File: src/rtl/ppu_pkg.sv
// Shared types and defaults for the pipeline front end: widths, reset/bubble words,
// fetch FSM states and the buffered fetch word.
package ppu_pkg;

    localparam int unsigned INSTR_W = 32;
    localparam int unsigned ADDR_W  = 32;

    localparam logic [ADDR_W-1:0]  RESET_PC_DEF = 32'h0000_0000;
    localparam logic [INSTR_W-1:0] NOP_WORD_DEF = 32'h0000_0000;

    typedef enum logic {
        FETCH = 1'b0,
        HOLD  = 1'b1
    } fetch_state_t;

    typedef struct packed {
        logic [INSTR_W-1:0] instr;
        logic [ADDR_W-1:0]  pc;
    } fetch_word_t;

endpackage

File: src/rtl/instr_fetch_unit_if.sv
// Instruction-memory request/ready handshake; master is the fetch unit, slave is the memory.
interface instr_fetch_unit_if;
    import ppu_pkg::*;

    logic               imem_req;
    logic [ADDR_W-1:0]  imem_addr;
    logic [INSTR_W-1:0] imem_rdata;
    logic               imem_ready;

    modport master (
        output imem_req,
        output imem_addr,
        input  imem_rdata,
        input  imem_ready
    );

    modport slave (
        input  imem_req,
        input  imem_addr,
        output imem_rdata,
        output imem_ready
    );

endinterface

File: src/rtl/pc_npc_reg.sv
// PC/nPC pair: on advance the PC takes nPC, and nPC takes either the redirect target
// (giving one delay slot) or the next sequential word.
module pc_npc_reg
    import ppu_pkg::*;
#(
    parameter logic [ADDR_W-1:0] RESET_PC = RESET_PC_DEF
) (
    input  logic              clk,
    input  logic              reset,
    input  logic              advance,
    input  logic              redirect_en,
    input  logic [ADDR_W-1:0] redirect_target,
    output logic [ADDR_W-1:0] pc
);

    logic [ADDR_W-1:0] npc;

    always_ff @(posedge clk) begin
        if (reset) begin
            pc  <= RESET_PC;
            npc <= RESET_PC + ADDR_W'(4);
        end else if (advance) begin
            pc  <= npc;
            npc <= redirect_en ? redirect_target : npc + ADDR_W'(4);
        end
    end

endmodule

File: src/rtl/instr_fetch_unit.sv
// Fetch stage feeding IF/ID with delayed-branch redirect handling.
// Optional FETCH_ALIGN_CHECK_EN: misaligned redirect raises sticky fetch_fault and parks fetch.
module instr_fetch_unit
    import ppu_pkg::*;
#(
    parameter logic [ADDR_W-1:0]  RESET_PC = RESET_PC_DEF,
    parameter logic [INSTR_W-1:0] NOP_WORD = NOP_WORD_DEF
) (
    input  logic                      clk,
    input  logic                      reset,
    input  logic                      le,
    input  logic                      redirect_valid,
    input  logic [ADDR_W-1:0]         redirect_target,
    instr_fetch_unit_if.master        imem,
    output logic [INSTR_W-1:0]        if_instr,
    output logic [ADDR_W-1:0]         if_pc,
    output logic                      if_valid,
    output logic                      fetch_fault
);

    fetch_state_t      state;
    logic              req_q;
    fetch_word_t       hold_buf;
    logic              hold_full;
    logic              redirect_pend;
    logic [ADDR_W-1:0] pend_target;
    logic              fault_q;

    logic              advance;
    logic              redir_take;
    logic [ADDR_W-1:0] redir_raw;
    logic [ADDR_W-1:0] redir_tgt;
    logic              redir_misaligned;
    logic [ADDR_W-1:0] pc;

    // A redirect arriving in the same cycle as an advance is consumed immediately (last wins).
    assign advance    = (state == FETCH) && req_q && imem.imem_ready;
    assign redir_take = redirect_valid || redirect_pend;
    assign redir_raw  = redirect_valid ? redirect_target : pend_target;
    assign redir_tgt  = redir_raw & ~ADDR_W'(3);

`ifdef FETCH_ALIGN_CHECK_EN
    assign redir_misaligned = advance && redir_take && (redir_raw[1:0] != 2'b00);
`else
    assign redir_misaligned = 1'b0;
`endif

    pc_npc_reg #(
        .RESET_PC (RESET_PC)
    ) u_pc_npc_reg (
        .clk             (clk),
        .reset           (reset),
        .advance         (advance),
        .redirect_en     (redir_take),
        .redirect_target (redir_tgt),
        .pc              (pc)
    );

    assign imem.imem_req  = req_q;
    assign imem.imem_addr = pc;
    assign fetch_fault    = fault_q;

    always_ff @(posedge clk) begin
        if (reset) begin
            state         <= FETCH;
            req_q         <= 1'b0;
            if_instr      <= NOP_WORD;
            if_pc         <= '0;
            if_valid      <= 1'b0;
            fault_q       <= 1'b0;
            redirect_pend <= 1'b0;
            pend_target   <= '0;
            hold_buf      <= '0;
            hold_full     <= 1'b0;
        end else begin
            if (advance) begin
                redirect_pend <= 1'b0;
            end else if (redirect_valid) begin
                redirect_pend <= 1'b1;
                pend_target   <= redirect_target;
            end
            if (redir_misaligned) begin
                fault_q <= 1'b1;
            end

            case (state)
                FETCH: begin
                    req_q <= 1'b1;
                    if (advance) begin
                        if (le) begin
                            if_instr <= imem.imem_rdata;
                            if_pc    <= pc;
                            if_valid <= 1'b1;
                            // With a fault pending, this word is the delay slot; park afterwards.
                            if (fault_q) begin
                                state <= HOLD;
                                req_q <= 1'b0;
                            end
                        end else begin
                            hold_buf  <= '{instr: imem.imem_rdata, pc: pc};
                            hold_full <= 1'b1;
                            state     <= HOLD;
                            req_q     <= 1'b0;
                        end
                    end else if (le) begin
                        if_instr <= NOP_WORD;
                        if_valid <= 1'b0;
                    end
                end
                HOLD: begin
                    req_q <= 1'b0;
                    if (le) begin
                        if (hold_full) begin
                            if_instr  <= hold_buf.instr;
                            if_pc     <= hold_buf.pc;
                            if_valid  <= 1'b1;
                            hold_full <= 1'b0;
                            if (!fault_q) begin
                                state <= FETCH;
                                req_q <= 1'b1;
                            end
                        end else begin
                            if_instr <= NOP_WORD;
                            if_valid <= 1'b0;
                        end
                    end
                end
                default: begin
                    state <= FETCH;
                    req_q <= 1'b0;
                end
            endcase
        end
    end

endmodule

File: src/flat_wrapper.sv
// flat-port wrapper written by rule: the top's interface ports become plain ports
module instr_fetch_unit_flat import ppu_pkg::*;
#(
    parameter logic [ADDR_W-1:0]  RESET_PC = RESET_PC_DEF,
    parameter logic [INSTR_W-1:0] NOP_WORD = NOP_WORD_DEF
)
  (clk, reset, le, redirect_valid, redirect_target, if_instr, if_pc, if_valid, fetch_fault, imem_imem_req, imem_imem_addr, imem_imem_rdata, imem_imem_ready);
  instr_fetch_unit_if imem_i ();
  input  logic clk;
  input  logic reset;
  input  logic le;
  input  logic redirect_valid;
  input  logic [ADDR_W-1:0] redirect_target;
  output logic [INSTR_W-1:0] if_instr;
  output logic [ADDR_W-1:0] if_pc;
  output logic if_valid;
  output logic fetch_fault;
  output wire logic [$bits(imem_i.imem_req)-1:0] imem_imem_req;
  output wire logic [$bits(imem_i.imem_addr)-1:0] imem_imem_addr;
  input wire logic [$bits(imem_i.imem_rdata)-1:0] imem_imem_rdata;
  input wire logic [$bits(imem_i.imem_ready)-1:0] imem_imem_ready;
  assign imem_imem_req = imem_i.imem_req;
  assign imem_imem_addr = imem_i.imem_addr;
  assign imem_i.imem_rdata = imem_imem_rdata;
  assign imem_i.imem_ready = imem_imem_ready;
  instr_fetch_unit #(.RESET_PC(RESET_PC), .NOP_WORD(NOP_WORD)) u_core (.clk(clk), .reset(reset), .le(le), .redirect_valid(redirect_valid), .redirect_target(redirect_target), .imem(imem_i), .if_instr(if_instr), .if_pc(if_pc), .if_valid(if_valid), .fetch_fault(fetch_fault));
endmodule
File: config.mk
export PLATFORM = sky130hd
export DESIGN_NAME = instr_fetch_unit_flat
export DESIGN_NICKNAME = d
export VERILOG_FILES = /design/src/rtl/ppu_pkg.sv /design/src/rtl/instr_fetch_unit_if.sv /design/src/rtl/pc_npc_reg.sv /design/src/rtl/instr_fetch_unit.sv /design/src/flat_wrapper.sv
export SDC_FILE = /design/constraint.sdc
export NUM_CORES = 1
export LEC_CHECK = 0
export ABC_AREA = 1
export ABC_CLOCK_PERIOD_IN_PS = 3700
export CAP_MARGIN = 20
export CORE_UTILIZATION = 28
export CTS_CLUSTER_DIAMETER = 60
export DETAILED_ROUTE_END_ITERATION = 12
export HOLD_SLACK_MARGIN = 0.15
export PLACE_DENSITY = 0.49
export SLEW_MARGIN = 20
export SYNTH_ARGS = -nofsm -noshare
export SYNTH_HDL_FRONTEND = slang
export SYNTH_HIERARCHICAL = 1
export SYNTH_SLANG_ARGS = --single-unit
File: constraint.sdc
create_clock -name clk -period 3.7 [get_ports clk]
set_input_delay 0.74 -clock clk [delete_from_list [all_inputs] [get_ports clk]]
set_output_delay 0.74 -clock clk [all_outputs]
set_load 0.005 [all_outputs]
==> flow_summary.yaml <==
sta:
  fmax_mhz: 411
  fin_skew_ps: 17.9
  finalCritPeriodShare_pct: 65.8
  tns_ps: 0
  drv_slew: 0
  worst_slew_pin_slew_ps: 679
  setup_viol: 0
  slew_headroom_pct: 54.7
  hold_viol: 0
  setup_ws_ps: 1270
  min_period_ps: 2430
  rsz0062_at_grt: "false"
die:
  core.rowCount: 70
  initial_utilization_pct: 28.5
  ioPinCount: 168
  die_area_um2: 38000
  coreArea_um2: 36600
  chipHeight_um: 195
  die_x_um: 195
critical_path:
  critical_path.startpoint_type: "primary input"
  r2r_slack_ps: 1560
  timing.rr.start: "u_core/state"
  arrival_ps: 2900
  critPathCaptureType: "flop"
  rr_endpoint: "u_core/if_pc[15]"
  critPathKind: "in2reg"
  critPathRequiredTime_ps: 4160
  crit_fanout: 21
  r2r_cells: 7
detailed_routing:
  first_pass_iters: 5
  wl_per_cell_um: 14.6
  drcViolationCount: 0
  drt_iter0_markers: 601
  ant_nets: 0
  finalWirelength_um: 31200
  routed_via_density: 4.57
  vias: 9756
clock_tree:
  cts-hold-fix-buffers: 0
  h-tree-depth: 1
  path_clk_slew_ps: 60
  cts_buffers: 28
  cts_sinks: 227
  cts_resized: 0
  cts_buffer_depth: 3
  root_buffer: "clkbuf_16"
  postCtsSetupRepairBufs: 0
  cts_tree: "yes"
  insertion_delay_ps: 540
pwr:
  ir_worst_vdd_mv: 0.273
  p_leak_uw: 0.00536
  power_density_nw_per_um2: 472
  total_power_uw: 6290
synthesis:
  ys_types: 30
  ys_seq_area_share_pct: 43.6
  syn_area_per_cell_um2: 6.80
  ys_seq_elements: 227
  ys_warn_count: 6
  syn-cell-area_um2: 10400
  synth_cells: 1533
global_routing:
  grt_use_total_pct: 16.3
  grt_pass1_wl_um: 50400
  busiest_layer: "met2"
  grt_util_met3_pct: 2.13
  grt_pass1_vias: 8980
  grt_max_degree: 72
  grtUsageMet2_pct: 24.8
  antenna_found_initial: 0
  gr-total-overflow: 0
  grtUsageMet1_pct: 24.1
layout:
  design_area_um2: 13300
  diodes: 0
  layout.nets: 1719
  areaGrowthSynthToFinish_pct: 28.0
  drive_gt1_share_pct: 6.89
  final_core_util_pct: 36.4
worst_hold_path:
  hp-start: "u_core/hold_buf[40]"
  whs_endpoint: "u_core/if_instr[8]"
  min_path_type: "reg2reg"
  min_path_cells: 2
place:
  portBuffers: 164
  gp_congestion: 0.803
  post_dp_cell_area_um2: 12400
  dpl.hpwl_um: 21100
  pre_cts_slack_ps: 692
outcome:
  status: "finished clean"
job:
  drv_cap: 0
## sequential cells by signal (all words and copies together) (netlist names), 30 cells and up
name	flops
u_core/hold_buf	64
u_core/if_instr	32
u_core/pend_target	30
u_core/if_pc	32
u_core/u_pc_npc_reg/npc	32
u_core/u_pc_npc_reg/pc	32
## kinds of logic (layout without fill, tap and decap cells)
group | count (synthesis) | in the layout | share of synthesized area, %
AO/OA/AOI/OAI | 316 | 316 | 16.4
adder cells (fa/ha/maj) | 1 | 1 | 0.120
buffers and inverters | 233 | 366 | 9.15
flip-flops | 227 | 227 | 43.6
other | 1 | 3 | 0.0360
AND/OR/NAND/NOR | 755 | 755 | 30.7
## placed cells by master, fill, tap and decap left out, types with 7 or more instances in the layout
cell	n
a21oi_1	85
nor2_1	318
o211ai_1	11
o21ai_1	41
o21ai_0	125
clkbuf_8	7
dfxtp_1	226
nand3_1	70
nand2_1	307
a31oi_1	39
nor3_1	7
buf_4	21
clkdlybuf4s50_1	163
clkbuf_16	29
inv_1	124
and2_1	21
## routing by layer
metal	vias up	share of wire (%)
met5	-	0
met4	0	1.8
met3	37	4.0
met2	190	44
met1	4401	50
li1	5128	-
## worst max-delay path: stages
cell and delay, ps:
clkdlybuf4s50_1 500, nand2_1 90, nor2_4 390, nand2_2 330, inv_2 320, buf_4 330
nor2_1 70, nor2_1 110
## how the worst max path moves through the flow
stage	from	end	cells after the start
5_1_grt	imem_imem_ready	u_core/hold_buf[62]	8
4_1_cts	imem_imem_ready	u_core/hold_buf[47]	8
6_report	imem_imem_ready	u_core/hold_buf[47]	8
2_1_floorplan	imem_imem_ready	u_core/u_pc_npc_reg/npc[5]	8
3_3_place_gp	imem_imem_ready	u_core/hold_buf[37]	8
3_5_place_dp	imem_imem_ready	u_core/hold_buf[40]	8
## per-stage QoR
stage,cells,hold slack [ps]
after CTS,2136,478
after global routing,2136,485
after detailed placement,2087,468
after global placement,2087,459
final,2136,475
after floorplan,1535,454
## where the power goes
group	leakage [µW]	total [µW]	switching [µW]	internal [µW]
combinational	0.00304	798	444	353
clock	0.000456	2780	1080	1700
sequential	0.00186	2720	116	2600
total	0.00536	6290	1640	4660
## cells in the mapped netlist, drive strengths merged
| library cell | number | area (µm²) |
|---|---|---|
| nor2 | 333 | 1370 |
| nand2 | 317 | 1230 |
| dfxtp | 227 | 4540 |
| o21ai | 166 | 831 |
| inv | 131 | 492 |
| a21oi | 91 | 478 |
| nand3 | 76 | 410 |
| clkbuf | 53 | 199 |
| buf | 49 | 263 |
| a31oi | 39 | 244 |
| and2 | 21 | 131 |
| o211ai | 11 | 82.6 |
| nor3 | 8 | 51.3 |
| a211oi | 4 | 30.0 |
| a311oi | 4 | 35.0 |
| conb | 1 | 3.75 |
| ha | 1 | 12.5 |
| o22ai | 1 | 6.26 |
## final cells by class
class                      count  area, µm²
multi-input combinational   1075       4930
timing repair buffer         186       1830
clock inverter                10        114
clock buffer                  39        833
fill                        3951      23300
sequential                   227       4550
tap                          468        586
inverter                     131        494
Note: power is estimated with default switching activity, not from simulation.
